--- src/rtl/countdown_timer.sv ---
// rtl/countdown_timer.sv - HH:MM:SS countdown timer with BCD borrow chain and seven-segment outputs
module countdown_timer #(
  parameter int CLK_HZ = 50000000
) (
  input  logic       clk,
  input  logic       rst_n,
  input  logic [4:0] preset_h,
  input  logic [5:0] preset_m,
  input  logic [5:0] preset_s,
  input  logic       load,
  input  logic       start_stop,
  output logic [6:0] D1,
  output logic [6:0] D2,
  output logic [6:0] D3,
  output logic [6:0] D4,
  output logic [6:0] D5,
  output logic [6:0] D6,
  output logic       running,
  output logic       done
);

  localparam int PW = (CLK_HZ > 1) ? $clog2(CLK_HZ) : 1;
  localparam logic [PW-1:0] PRESC_MAX = PW'(CLK_HZ - 1);

  localparam logic [1:0] IDLE  = 2'd0;
  localparam logic [1:0] RUN   = 2'd1;
  localparam logic [1:0] PAUSE = 2'd2;
  localparam logic [1:0] DONE  = 2'd3;

  logic [1:0]    state;
  logic [PW-1:0] presc;
  logic [3:0]    s_u, s_t, m_u, m_t, h_u, h_t;
  logic [3:0]    n_s_u, n_s_t, n_m_u, n_m_t, n_h_u, n_h_t;
  logic [4:0]    h_sat;
  logic [5:0]    m_sat, s_sat;
  logic          tick, is_zero, last_sec;

  assign h_sat = (preset_h > 5'd23) ? 5'd23 : preset_h;
  assign m_sat = (preset_m > 6'd59) ? 6'd59 : preset_m;
  assign s_sat = (preset_s > 6'd59) ? 6'd59 : preset_s;

  assign tick     = (state == RUN) && (presc == PRESC_MAX);
  assign is_zero  = ({h_t, h_u, m_t, m_u, s_t, s_u} == 24'd0);
  assign last_sec = ({h_t, h_u, m_t, m_u, s_t} == 20'd0) && (s_u == 4'd1);

  // Borrow chain; only evaluated while running, where the time is never zero.
  always_comb begin
    n_s_u = s_u; n_s_t = s_t; n_m_u = m_u; n_m_t = m_t; n_h_u = h_u; n_h_t = h_t;
    if (s_u != 4'd0) n_s_u = s_u - 4'd1;
    else begin
      n_s_u = 4'd9;
      if (s_t != 4'd0) n_s_t = s_t - 4'd1;
      else begin
        n_s_t = 4'd5;
        if (m_u != 4'd0) n_m_u = m_u - 4'd1;
        else begin
          n_m_u = 4'd9;
          if (m_t != 4'd0) n_m_t = m_t - 4'd1;
          else begin
            n_m_t = 4'd5;
            if (h_u != 4'd0) n_h_u = h_u - 4'd1;
            else begin
              n_h_u = 4'd9;
              n_h_t = h_t - 4'd1;
            end
          end
        end
      end
    end
  end

  always_ff @(posedge clk or negedge rst_n) begin
    if (!rst_n) begin
      state <= IDLE;
      presc <= '0;
      {h_t, h_u, m_t, m_u, s_t, s_u} <= 24'd0;
    end else if (load) begin
      state <= IDLE;
      presc <= '0;
      h_t   <= 4'(h_sat / 5'd10);
      h_u   <= 4'(h_sat % 5'd10);
      m_t   <= 4'(m_sat / 6'd10);
      m_u   <= 4'(m_sat % 6'd10);
      s_t   <= 4'(s_sat / 6'd10);
      s_u   <= 4'(s_sat % 6'd10);
    end else begin
      case (state)
        IDLE: begin
          if (start_stop && !is_zero) begin
            state <= RUN;
            presc <= '0;
          end
        end
        RUN: begin
          presc <= tick ? '0 : presc + 1'b1;
          if (tick) {h_t, h_u, m_t, m_u, s_t, s_u} <= {n_h_t, n_h_u, n_m_t, n_m_u, n_s_t, n_s_u};
          if (tick && last_sec) state <= DONE;
          else if (start_stop)  state <= PAUSE;
        end
        PAUSE: begin
          if (start_stop) state <= RUN;
        end
        default: ;
      endcase
    end
  end

  assign running = (state == RUN);
  assign done    = (state == DONE);

  function automatic logic [6:0] seg7(input logic [3:0] d);
    case (d)
      4'd0:    seg7 = 7'h40;
      4'd1:    seg7 = 7'h79;
      4'd2:    seg7 = 7'h24;
      4'd3:    seg7 = 7'h30;
      4'd4:    seg7 = 7'h19;
      4'd5:    seg7 = 7'h12;
      4'd6:    seg7 = 7'h02;
      4'd7:    seg7 = 7'h78;
      4'd8:    seg7 = 7'h00;
      4'd9:    seg7 = 7'h10;
      default: seg7 = 7'h7F;
    endcase
  endfunction

  assign D1 = seg7(s_u);
  assign D2 = seg7(s_t);
  assign D3 = seg7(m_u);
  assign D4 = seg7(m_t);
  assign D5 = seg7(h_u);
  assign D6 = seg7(h_t);

endmodule
--- config.mk ---
export PLATFORM = sky130hd
export DESIGN_NAME = countdown_timer
export DESIGN_NICKNAME = d
export VERILOG_FILES = /design/src/rtl/countdown_timer.sv
export SDC_FILE = /design/constraint.sdc
export NUM_CORES = 1
export LEC_CHECK = 0
export BUFFER_PORTS_ARGS = -buffer_cell sky130_fd_sc_hd__buf_4
export CORE_ASPECT_RATIO = 1.5
export CORE_MARGIN = 10
export CORE_UTILIZATION = 50
export CTS_CLUSTER_DIAMETER = 200
export CTS_CLUSTER_SIZE = 30
export DETAILED_ROUTE_END_ITERATION = 7
export PLACE_DENSITY = 0.83
export REMOVE_ABC_BUFFERS = 1
export SYNTH_ARGS = -nofsm -noshare
export SYNTH_HDL_FRONTEND = slang
export SYNTH_SLANG_ARGS = --single-unit
export TNS_END_PERCENT = 100
--- constraint.sdc ---
create_clock -name clk -period 2.2 [get_ports clk]
set_input_delay 0.22 -clock clk [delete_from_list [all_inputs] [get_ports clk]]
set_output_delay 0.22 -clock clk [all_outputs]
set_load 0.02 [all_outputs]
==> impl_metrics.yaml <==
outcome:
  status: "complete, but fails checks"
  violations: "negative setup slack"
drt:
  routed_wl_mm: 16.1
  drt-met1-wl_mm: 5.85
  wl_per_cell_um: 17.8
  vias: 5492
  vias_per_cell: 6.08
  dr.first_iter.drc_count: 463
  drc_errors: 0
  ant_nets: 0
  drt_pass1_iterations: 5
  met3_length_um: 832
  dr.max_layer_used: "met4"
  wl_met2_mm: 8.76
synthesis:
  syn_area_um2: 4780
  yosysTopAreaCell: "dfrtp_1"
  synth_commonest_cells: "nor2_1, a21oi_1, nand2_1, dfrtp_1, o21ai_0"
  synth_cell_types: 69
  ys_async_sr_fraction_pct: 100
  synth.avg_cell_area_um2: 7.63
  netlist_instances: 627
  synthFlopType: "dfrtp_1"
  synth_area_leaders: "dfrtp_1, ha_1, a21oi_1"
  synthDominantCellAreaShare_pct: 27.2
  yosys_warnings: 0
  ys_seq_area_share_pct: 27.2
  synth_edf_count: 0
  post-synth-top-count-cell: "nor2_1"
  synth-seq-cells: 52
clocking:
  cts-root-buf: "clkbuf_16"
  clk_pin_slew_ns: 0.07
  cts_inserted_buffers: 5
  htree_num_levels: 2
  clock_sinks: 52
  cts_tree: "yes"
  clk_path_buf_depth: 2
  insertion_delay_ns: 0.30
final_layout:
  drive_gt1_share_pct: 33.6
  areaGrowthSynthToFinish_pct: 41.0
  n_antenna_cell: 0
  fin_nets: 853
min_path:
  hold_class: "input port to register"
pwr:
  power_w: 0.00607
  p_leak_nw: 3.18
  peakVddDrop_v: 0.000828
  powerDensity_nw_per_um2: 900
placed_design:
  port-buffer-count: 64
  pre_cts_ws_ns: -0.135
  hpwl_mm: 10.8
  place.gp.congestion: 0.955
grt:
  grt_max_degree: 53
  grt-ovfl-total: 0
  antenna_found_initial: 0
  track_usage_pct: 19.9
  grt_pass1_vias: 5194
  grt_first_pass_wirelength_mm: 23.8
worst_setup_path:
  required_ns: 2.42
  critPathLaunchType: "register"
  worstPathArrival_ns: 2.53
  path_class: "register to register"
  end_kind: "register"
  cp_max_fo: 5
timing:
  min_period_ns: 2.31
  fmax_ghz: 0.433
  fin_setup_tns_ns: -1.12
  skew_ns: 0.0121
  worst_slack_ns: -0.111
  hold_viol: 0
  tightest_slew_ns: 0.699
  setup_viol: 26
  maxSlewHeadroom_pct: 53.4
  post-route-period-util_pct: 105
  slew_viol_final: 0
  hold_ws_ns: 0.130
  rsz0062_at_grt: "yes"
floorplanning:
  die_h_um: 140
  boundaryPins: 65
  dieArea_um2: 14000
  initial_core_util_pct: 51.4
  rows: 43
  core-area_um2: 9310
  fp.dieW_um: 99.9
run:
  drv_cap: 0
==> worst max-delay path: stages (launching register included) <==
cell and delay, ns:
dfrtp_1 0.42, nor4_4 0.33, nand4_1 0.19, buf_4 0.19
o41ai_4 0.22, buf_4 0.19, buf_6 0.10, nand3_4 0.10
nor2_2 0.17, buf_4 0.15, nand2_1 0.07, o21ai_0 0.09
==> cell usage in the layout, fill, tap and decap left out, types with 3 or more instances in the layout <==
master / instances
or2_2: 7
nor4_4: 3
a31oi_1: 9
nor2_2: 3
o211ai_1: 4
nand4_1: 11
nand3_1: 17
ha_1: 38
inv_1: 29
clkbuf_16: 6
buf_6: 12
dfrtp_1: 51
inv_2: 4
nand3_4: 3
nand2b_1: 20
a21oi_2: 5
mux2i_1: 7
buf_4: 171
and3_1: 9
o31ai_1: 7
a211oi_1: 4
nor3_4: 3
xor2_1: 11
o21ai_0: 34
o22ai_1: 3
nor2_4: 5
xnor2_1: 9
a31o_2: 3
o21ai_1: 15
nor2_1: 71
a21oi_1: 59
nor3_1: 8
o221ai_1: 3
nor2b_1: 8
and2_1: 3
o21ai_2: 6
nand2_1: 62
==> layout make-up <==
type                    instances  area [µm²]
fillers                       647        2560
repair buffers                187        1460
clock inverters                 1        30.0
well taps                     112         140
clock buffers                   7         153
multi-input cells             510        3520
flip-flops and latches         52        1300
inverters                      35         131
==> per-layer routing <==
layer	vias up	GRT usage, %
met1	2638	20.3
met2	233	37.5
met3	67	3.37
met4	0	9.01
met5	-	0
li1	2554	-
==> power by group <==
part | switching [W] | internal (W) | leakage [nW]
clock | 0.000369 | 0.000600 | 0.0901
combinational | 0.00224 | 0.00164 | 2.41
sequential | 0.000127 | 0.00109 | 0.678
total | 0.00274 | 0.00333 | 3.18
==> kinds of logic (layout without fill, tap and decap cells) <==
| kind of cell | count (synthesis) | in the layout | share of synthesized area, % |
|---|---|---|---|
| and+or+nand+nor | 256 | 256 | 26.9 |
| muxes | 9 | 9 | 1.94 |
| xor gates and xnor gates | 20 | 20 | 3.66 |
| adders and majority gates | 41 | 41 | 10.7 |
| buffers and inverters | 65 | 230 | 5.49 |
| AOI/OAI and AO/OA | 184 | 184 | 24.1 |
| DFF | 52 | 52 | 27.2 |
==> worst paths after layout <==
| kind | to | depth (start not counted) | from | slack, ns |
|---|---|---|---|---|
| min | state[0] | 2 | start_stop | 0.13 |
| max | h_t[2] | 11 | presc[11] | -0.11 |
| min reg2reg | presc[6] | 1 | presc[6] | 0.55 |
| min in group asynchronous | s_u[3] | 2 | rst_n | 0.51 |
| max reg2reg | h_t[2] | 11 | presc[11] | -0.11 |
| max in group asynchronous | presc[18] | 2 | rst_n | 1.19 |
==> what timing repair did <==
action,in CTS,in global routing
hold endpoints to repair,32,0
endpoints found under the setup margin,37,50
resized for setup,14,80
hold buffers,1,0
pin swaps,3,33
cloned,0,4
setup buffers,3,21
==> stage by stage <==
stage / cells / cell area (µm²) / util, %
floorplan: 597 / 4650 / -
global placement: 868 / 6000 / 64.5
detailed placement: 868 / 6000 / 64.5
CTS: 880 / 6290 / 67.6
global route: 904 / 6740 / 72.5
finish: 904 / 6740 / 72.5
==> state kept, by name, summed over array words and instances (netlist names) <==
signal  count
h_t         4
h_u         4
m_t         4
m_u         4
presc      26
s_t         4
s_u         4
state       2
Note: power is estimated with default switching activity, not from simulation.
